<file path="config.mk">
export PLATFORM = sky130hd
export DESIGN_NAME = control_frame_buffer_read
export DESIGN_NICKNAME = d
export VERILOG_FILES = /design/src/rtl/fb_ctrl_pkg.sv /design/src/rtl/fb_read_skid.sv /design/src/rtl/control_frame_buffer_read.sv
export SDC_FILE = /design/constraint.sdc
export NUM_CORES = 1
export LEC_CHECK = 0
export ABC_AREA = 1
export ABC_CLOCK_PERIOD_IN_PS = 9680
export CAP_MARGIN = 20
export CORE_ASPECT_RATIO = 0.6
export CORE_UTILIZATION = 55
export CTS_BUF_LIST = sky130_fd_sc_hd__clkbuf_8
export DETAILED_ROUTE_END_ITERATION = 8
export GPL_ROUTABILITY_DRIVEN = 0
export PLACE_DENSITY = 0.75
export SLEW_MARGIN = 30
export SYNTH_ARGS = -nofsm -noshare
export SYNTH_HDL_FRONTEND = slang
export SYNTH_SLANG_ARGS = --single-unit
</file>
<file path="constraint.sdc">
create_clock -name clk_i -period 9.68 [get_ports clk_i]
set_clock_uncertainty 0.2 [all_clocks]
set_input_delay 0.968 -clock clk_i [delete_from_list [all_inputs] [get_ports clk_i]]
set_output_delay 0.968 -clock clk_i [all_outputs]
set_load 0.05 [all_outputs]
</file>
<file path="src/rtl/fb_ctrl_pkg.sv">
// Shared definitions for the frame buffer read and write controllers:
// FSM state encoding and default bus widths.
package fb_ctrl_pkg;

    typedef enum logic {
        ST_IDLE = 1'b0,
        ST_READ = 1'b1
    } fb_state_e;

    localparam int FB_ADDR_WIDTH = 32;
    localparam int FB_DATA_WIDTH = 16;

endpackage

</file>
<file path="src/rtl/fb_read_skid.sv">
// One-deep skid stage between the 1-cycle-latency memory read return and the output FIFO.
// Holds {sof, eol, data} for a pixel that returns while the FIFO is full.
import fb_ctrl_pkg::*;

module fb_read_skid #(
    parameter int DATA_WIDTH = FB_DATA_WIDTH
) (
    input  logic                  clk_i,
    input  logic                  reset_i,
    input  logic                  pend,
    input  logic                  sof_i,
    input  logic                  eol_i,
    input  logic [DATA_WIDTH-1:0] rd_data_i,
    input  logic                  full_i,
    output logic                  fifo_wr_o,
    output logic [DATA_WIDTH-1:0] fifo_data_o,
    output logic                  fifo_sof_o,
    output logic                  fifo_eol_o,
    output logic                  skid_valid
);

    logic [DATA_WIDTH-1:0] skid_data;
    logic                  skid_sof;
    logic                  skid_eol;

    always_ff @(posedge clk_i or posedge reset_i) begin
        if (reset_i) begin
            skid_valid <= 1'b0;
            skid_data  <= '0;
            skid_sof   <= 1'b0;
            skid_eol   <= 1'b0;
        end else if (pend && full_i) begin
            skid_valid <= 1'b1;
            skid_data  <= rd_data_i;
            skid_sof   <= sof_i;
            skid_eol   <= eol_i;
        end else if (skid_valid && !full_i) begin
            skid_valid <= 1'b0;
        end
    end

    // pend and skid_valid are mutually exclusive, so the skid wins the mux only when it is holding.
    always_comb begin
        fifo_wr_o   = !full_i && (pend || skid_valid);
        fifo_data_o = '0;
        fifo_sof_o  = 1'b0;
        fifo_eol_o  = 1'b0;
        if (fifo_wr_o) begin
            fifo_data_o = skid_valid ? skid_data : rd_data_i;
            fifo_sof_o  = skid_valid ? skid_sof  : sof_i;
            fifo_eol_o  = skid_valid ? skid_eol  : eol_i;
        end
    end

endmodule

</file>
<file path="src/rtl/control_frame_buffer_read.sv">
// Frame buffer read controller: sweeps BASE_ADDR + 0..W*D-1 frame after frame into the output FIFO.
// Define FB_READ_SOF_EOL_EN to generate start-of-frame / end-of-line pixel tags.
import fb_ctrl_pkg::*;

module control_frame_buffer_read #(
    parameter int                    ADDR_WIDTH = FB_ADDR_WIDTH,
    parameter int                    DATA_WIDTH = FB_DATA_WIDTH,
    parameter logic [ADDR_WIDTH-1:0] BASE_ADDR  = '0
) (
    input  logic                  clk_i,
    input  logic                  reset_i,
    input  logic [15:0]           resolution_width_i,
    input  logic [15:0]           resolution_depth_i,
    input  logic                  page_written_once_i,
    output logic                  rd_o,
    output logic [ADDR_WIDTH-1:0] addr_rd_o,
    input  logic [DATA_WIDTH-1:0] rd_data_i,
    input  logic                  full_i,
    output logic                  fifo_wr_o,
    output logic [DATA_WIDTH-1:0] fifo_data_o,
    output logic                  frame_done_o,
    output logic                  sof_o,
    output logic                  eol_o
);

    fb_state_e             state, state_nxt;
    logic [15:0]           w_lat, d_lat;
    logic [ADDR_WIDTH-1:0] pix_cnt;
    logic [31:0]           frame_size;
    logic                  start, issue, last_pix;
    logic                  pend, skid_valid;
    logic                  sof_pend, eol_pend;

    assign start      = page_written_once_i && (resolution_width_i != 16'd0) && (resolution_depth_i != 16'd0);
    assign frame_size = {16'd0, w_lat} * {16'd0, d_lat};
    assign last_pix   = (pix_cnt == ADDR_WIDTH'(frame_size - 32'd1));

    always_ff @(posedge clk_i or posedge reset_i) begin
        if (reset_i) state <= ST_IDLE;
        else         state <= state_nxt;
    end

    // READ is only left through reset; the writer's flag dropping later is ignored.
    always_comb begin
        state_nxt = state;
        if (state == ST_IDLE && start) state_nxt = ST_READ;
    end

    always_comb begin
        issue     = (state == ST_READ) && !full_i && !skid_valid;
        rd_o      = issue;
        addr_rd_o = BASE_ADDR + pix_cnt;
    end

    always_ff @(posedge clk_i or posedge reset_i) begin
        if (reset_i) begin
            pix_cnt      <= '0;
            w_lat        <= '0;
            d_lat        <= '0;
            pend         <= 1'b0;
            frame_done_o <= 1'b0;
        end else begin
            pend         <= issue;
            frame_done_o <= 1'b0;
            if (state == ST_IDLE && start) begin
                w_lat <= resolution_width_i;
                d_lat <= resolution_depth_i;
            end
            if (issue) begin
                if (last_pix) begin
                    pix_cnt      <= '0;
                    frame_done_o <= 1'b1;
                    w_lat        <= resolution_width_i;
                    d_lat        <= resolution_depth_i;
                end else begin
                    pix_cnt <= pix_cnt + 1'b1;
                end
            end
        end
    end

`ifdef FB_READ_SOF_EOL_EN
    logic [15:0] x_cnt;

    // Tags are computed at issue and ride alongside the returning data.
    always_ff @(posedge clk_i or posedge reset_i) begin
        if (reset_i) begin
            x_cnt    <= '0;
            sof_pend <= 1'b0;
            eol_pend <= 1'b0;
        end else begin
            if (issue) begin
                sof_pend <= (pix_cnt == '0);
                eol_pend <= (x_cnt == w_lat - 16'd1);
                x_cnt    <= (last_pix || x_cnt == w_lat - 16'd1) ? 16'd0 : x_cnt + 16'd1;
            end else begin
                sof_pend <= 1'b0;
                eol_pend <= 1'b0;
            end
        end
    end
`else
    assign sof_pend = 1'b0;
    assign eol_pend = 1'b0;
`endif

    fb_read_skid #(
        .DATA_WIDTH (DATA_WIDTH)
    ) u_skid (
        .clk_i       (clk_i),
        .reset_i     (reset_i),
        .pend        (pend),
        .sof_i       (sof_pend),
        .eol_i       (eol_pend),
        .rd_data_i   (rd_data_i),
        .full_i      (full_i),
        .fifo_wr_o   (fifo_wr_o),
        .fifo_data_o (fifo_data_o),
        .fifo_sof_o  (sof_o),
        .fifo_eol_o  (eol_o),
        .skid_valid  (skid_valid)
    );

endmodule

</file>
==> impl_results.md <==
* RSZ-0062 raised after global routing: false
* Cells after Synth at 2081
* Minimum clock period at 7.71 ns
* Hold Path Class: flop to flop
* Power Density at 52.3 nW/µm²
* Synth warn at 0
* Diode count at 0
* WL/cell at 16.3 µm
* Pwr Total at 850 µW
* Clock sinks at 84
* Hold Startpoint: u_skid.skid_data[8]
* Number of DRC markers in iteration 0 at 1448
* Die ar. at 27900 µm²
* Status: completed
* Area growth from synthesis to layout at 8.64%
* Reg2reg path depth at 27
* Clock Path Buffers at 2
* Synth area leaders: fa_1 28%, nand2_1 17%, dfrtp_1 14%
* Design Area, Final at 16300 µm²
* Post-synth EDFFs at 0
* Antenna Nets Post-Route at 0
* Hpwl dp at 32700 µm
* CTS buffer count at 9
* Core area at 26600 µm²
* Final setup vio count at 0
* R2R Path Start: d_lat[2]
* Total setup buffers inserted after CTS at 0
* Crit path to: pix_cnt[30]
* CTS tree: done
* Initial antenna violation count at 0
* Seq/Total Area, Yosys at 14.0%
* Max_cap viols at 0
* GRT overflow at 0
* Std-Cell Rows at 46
* I/O Pins at 105
* Routed vias/inst at 5.35
* CTS Hold Bufs at 0
* Max-slew headroom at 39.1%
* Worst R2R End: pix_cnt[30]
* Flop-to-flop setup slack at 1.97 ns
* Worst-Skew Late Latency at 0.40 ns
* Die span in x at 215 µm
* First-pass detailed-route iteration total at 8
* CP arrival at 7.80 ns
* H-tree depth at 3
* Critical path startpoint: d_lat[2]
* Main synth FF type: dfrtp_1
* Synth Register Bits at 84
* Most frequent cell after synthesis: nand2_1
* Critical path startpoint category: flop
* Unique masters post-synth at 41
* Number of port buffers at 102
* Fmax at 0.130 GHz
* Maximum VDD drop at 0.109 mV
* DIE HEIGHT at 130 µm
* Final Hold Vio Count at 0
* CP max FO at 35
* Leak at 0.00871 µW
* Syn Area/Cell at 7.19 µm²
* Starting Density at 56.3%
* Final worst slack at 1.97 ns
* Post-Syn Area at 15000 µm²
* Final wirelength at 40400 µm
* Post-cts resize count at 0
* Actual slew at the worst max-slew pin at 0.914 ns
* WS Path Type: flop to flop
* Max Slew Vio Count at 0
* Fraction of layout cells with a size suffix above 1 at 4.03%
* Post-synth ARST share at 100%
* GRT Total Usage at 30.5%
* Number of nets in the layout at 2473
* Worst-path clk slew at 0.09 ns
* First-pass GRT wire length at 66900 µm
* Synth top cells by count: 689 x nand2_1, 484 x inv_1, 207 x fa_1, 108 x ha_1, 84 x dfrtp_1
* Pre-CTS WS at 2.20 ns
* Number of global-route vias before repair at 12944
* Largest net degree at the start of global routing at 49
* Critical path endpoint category: flop
* Dominant cell type by area after synthesis: fa_1
* Dpl cell area at 16100 µm²
* Fin crit share at 79.7%
* Worst EP required at 9.77 ns
* Fin util at 61.2%
* Clock tree root buffer cell: clkbuf_8
* Post-synth top area share at 27.7%
* Via count at 13214
* Residual DRC count at 0
* Setup TNS at 0 ns
## worst max-delay path, stage by stage, from the launching register on
cell     delay (ns)
dfrtp_1        0.88
nand2_1        0.18
fa_1           0.55
fa_1           0.56
inv_1          0.06
fa_1           0.50
inv_1          0.07
fa_1           0.48
fa_1           0.45
fa_1           0.52
inv_1          0.06
ha_1           0.40
nand2_1        0.18
inv_1          0.08
nand2_1        0.07
o21ai_0        0.49
a21oi_1        0.18
nand2_1        0.09
nand2_1        0.05
nand2_1        0.10
nand2_1        0.08
inv_1          0.07
nand3_2        0.09
nor2_4         0.10
buf_4          0.36
nand3_4        0.47
nand2_1        0.19
inv_1          0.06
## state kept, by name (all words and copies together), names as in the netlist
signal and cells:
pix_cnt 32, pend 1, frame_done_o 1, u_skid.skid_data 16, state 1, d_lat 16, u_skid.skid_valid 1, w_lat 16
## power breakdown
group | total (µW) | switching, µW | internal [µW] | leakage [µW]
Clock | 255 | 153 | 102 | 0.0000815
Combinational | 193 | 121 | 72.0 | 0.00753
Sequential | 402 | 29.8 | 373 | 0.00109
## worst min-delay path by stage
stage | endpoint | slack, ns | cells after the start
4_1_cts | u_skid.skid_data[8] | 0.30 | 2
6_report | u_skid.skid_data[8] | 0.29 | 2
5_1_grt | u_skid.skid_data[3] | 0.31 | 2
2_1_floorplan | state | 0.25 | 2
3_5_place_dp | u_skid.skid_data[8] | 0.28 | 2
3_3_place_gp | u_skid.skid_data[4] | 0.27 | 2
## layer usage
layer	part of all wire, %	vias to the layer above	wire [µm]	track usage (%)
met5	0	-	0	0
met2	41	673	16700	45.2
met3	11	66	4630	8.16
li1	-	6180	-	-
met1	45	6295	18100	44.6
met4	2.2	0	888	7.34
## stage by stage
stage	cells	hold WS, ns
after floorplan	2082	0.249
after global placement	2455	0.268
after detailed placement	2455	0.278
after CTS	2471	0.300
after global routing	2471	0.313
final	2471	0.292
## logic make-up after synthesis
kind of cell	synth area share [%]
other	0.0250
flip-flops	14.0
multiplexers	2.41
AO/OA/AOI/OAI	2.76
AND/OR/NAND/NOR	26.5
XOR/XNOR	2.56
adder cells (fa/ha/maj)	36.7
buffers and inverters	15.0
## layout make-up
class / instances / area [µm²]
clock buffers: 10 / 138
clock inverters: 6 / 47.5
fillers: 2427 / 10300
inverters: 489 / 1840
multi-input cells: 1414 / 10600
flip-flops and latches: 84 / 2100
well taps: 360 / 450
repair buffers: 108 / 1070
## cells in the final DEF (no fill, tap or decap), types with 2 or more instances in the layout
| cell type | netlist | routed |
|---|---|---|
| inv_1 | 484 | 483 |
| nor2_1 | 83 | 83 |
| a21oi_1 | 28 | 28 |
| nor2_4 | 2 | 2 |
| clkinv_1 | 2 | 2 |
| mux2_2 | 32 | 32 |
| nor3_2 | 3 | 3 |
| nand4_1 | 47 | 47 |
| or2_2 | 3 | 3 |
| o21ai_0 | 38 | 38 |
| xnor2_1 | 16 | 16 |
| inv_2 | 3 | 3 |
| inv_6 | 0 | 2 |
| nand3_2 | 3 | 3 |
| ha_1 | 108 | 108 |
| conb_1 | 1 | 2 |
| nor2_2 | 3 | 3 |
| buf_4 | 2 | 6 |
| dfrtp_1 | 84 | 84 |
| nor4_1 | 10 | 10 |
| nand2_2 | 7 | 8 |
| nand3b_1 | 14 | 14 |
| nand3_4 | 2 | 2 |
| clkinvlp_4 | 0 | 4 |
| nor3_1 | 11 | 11 |
| o21bai_1 | 2 | 2 |
| o22ai_1 | 2 | 2 |
| fa_1 | 207 | 207 |
| clkdlybuf4s50_1 | 0 | 102 |
| clkbuf_8 | 0 | 10 |
| nand2_1 | 689 | 688 |
| a21oi_2 | 2 | 2 |
| xor2_1 | 25 | 25 |
| nand3_1 | 67 | 67 |
Power figures use the tool's default switching activity.
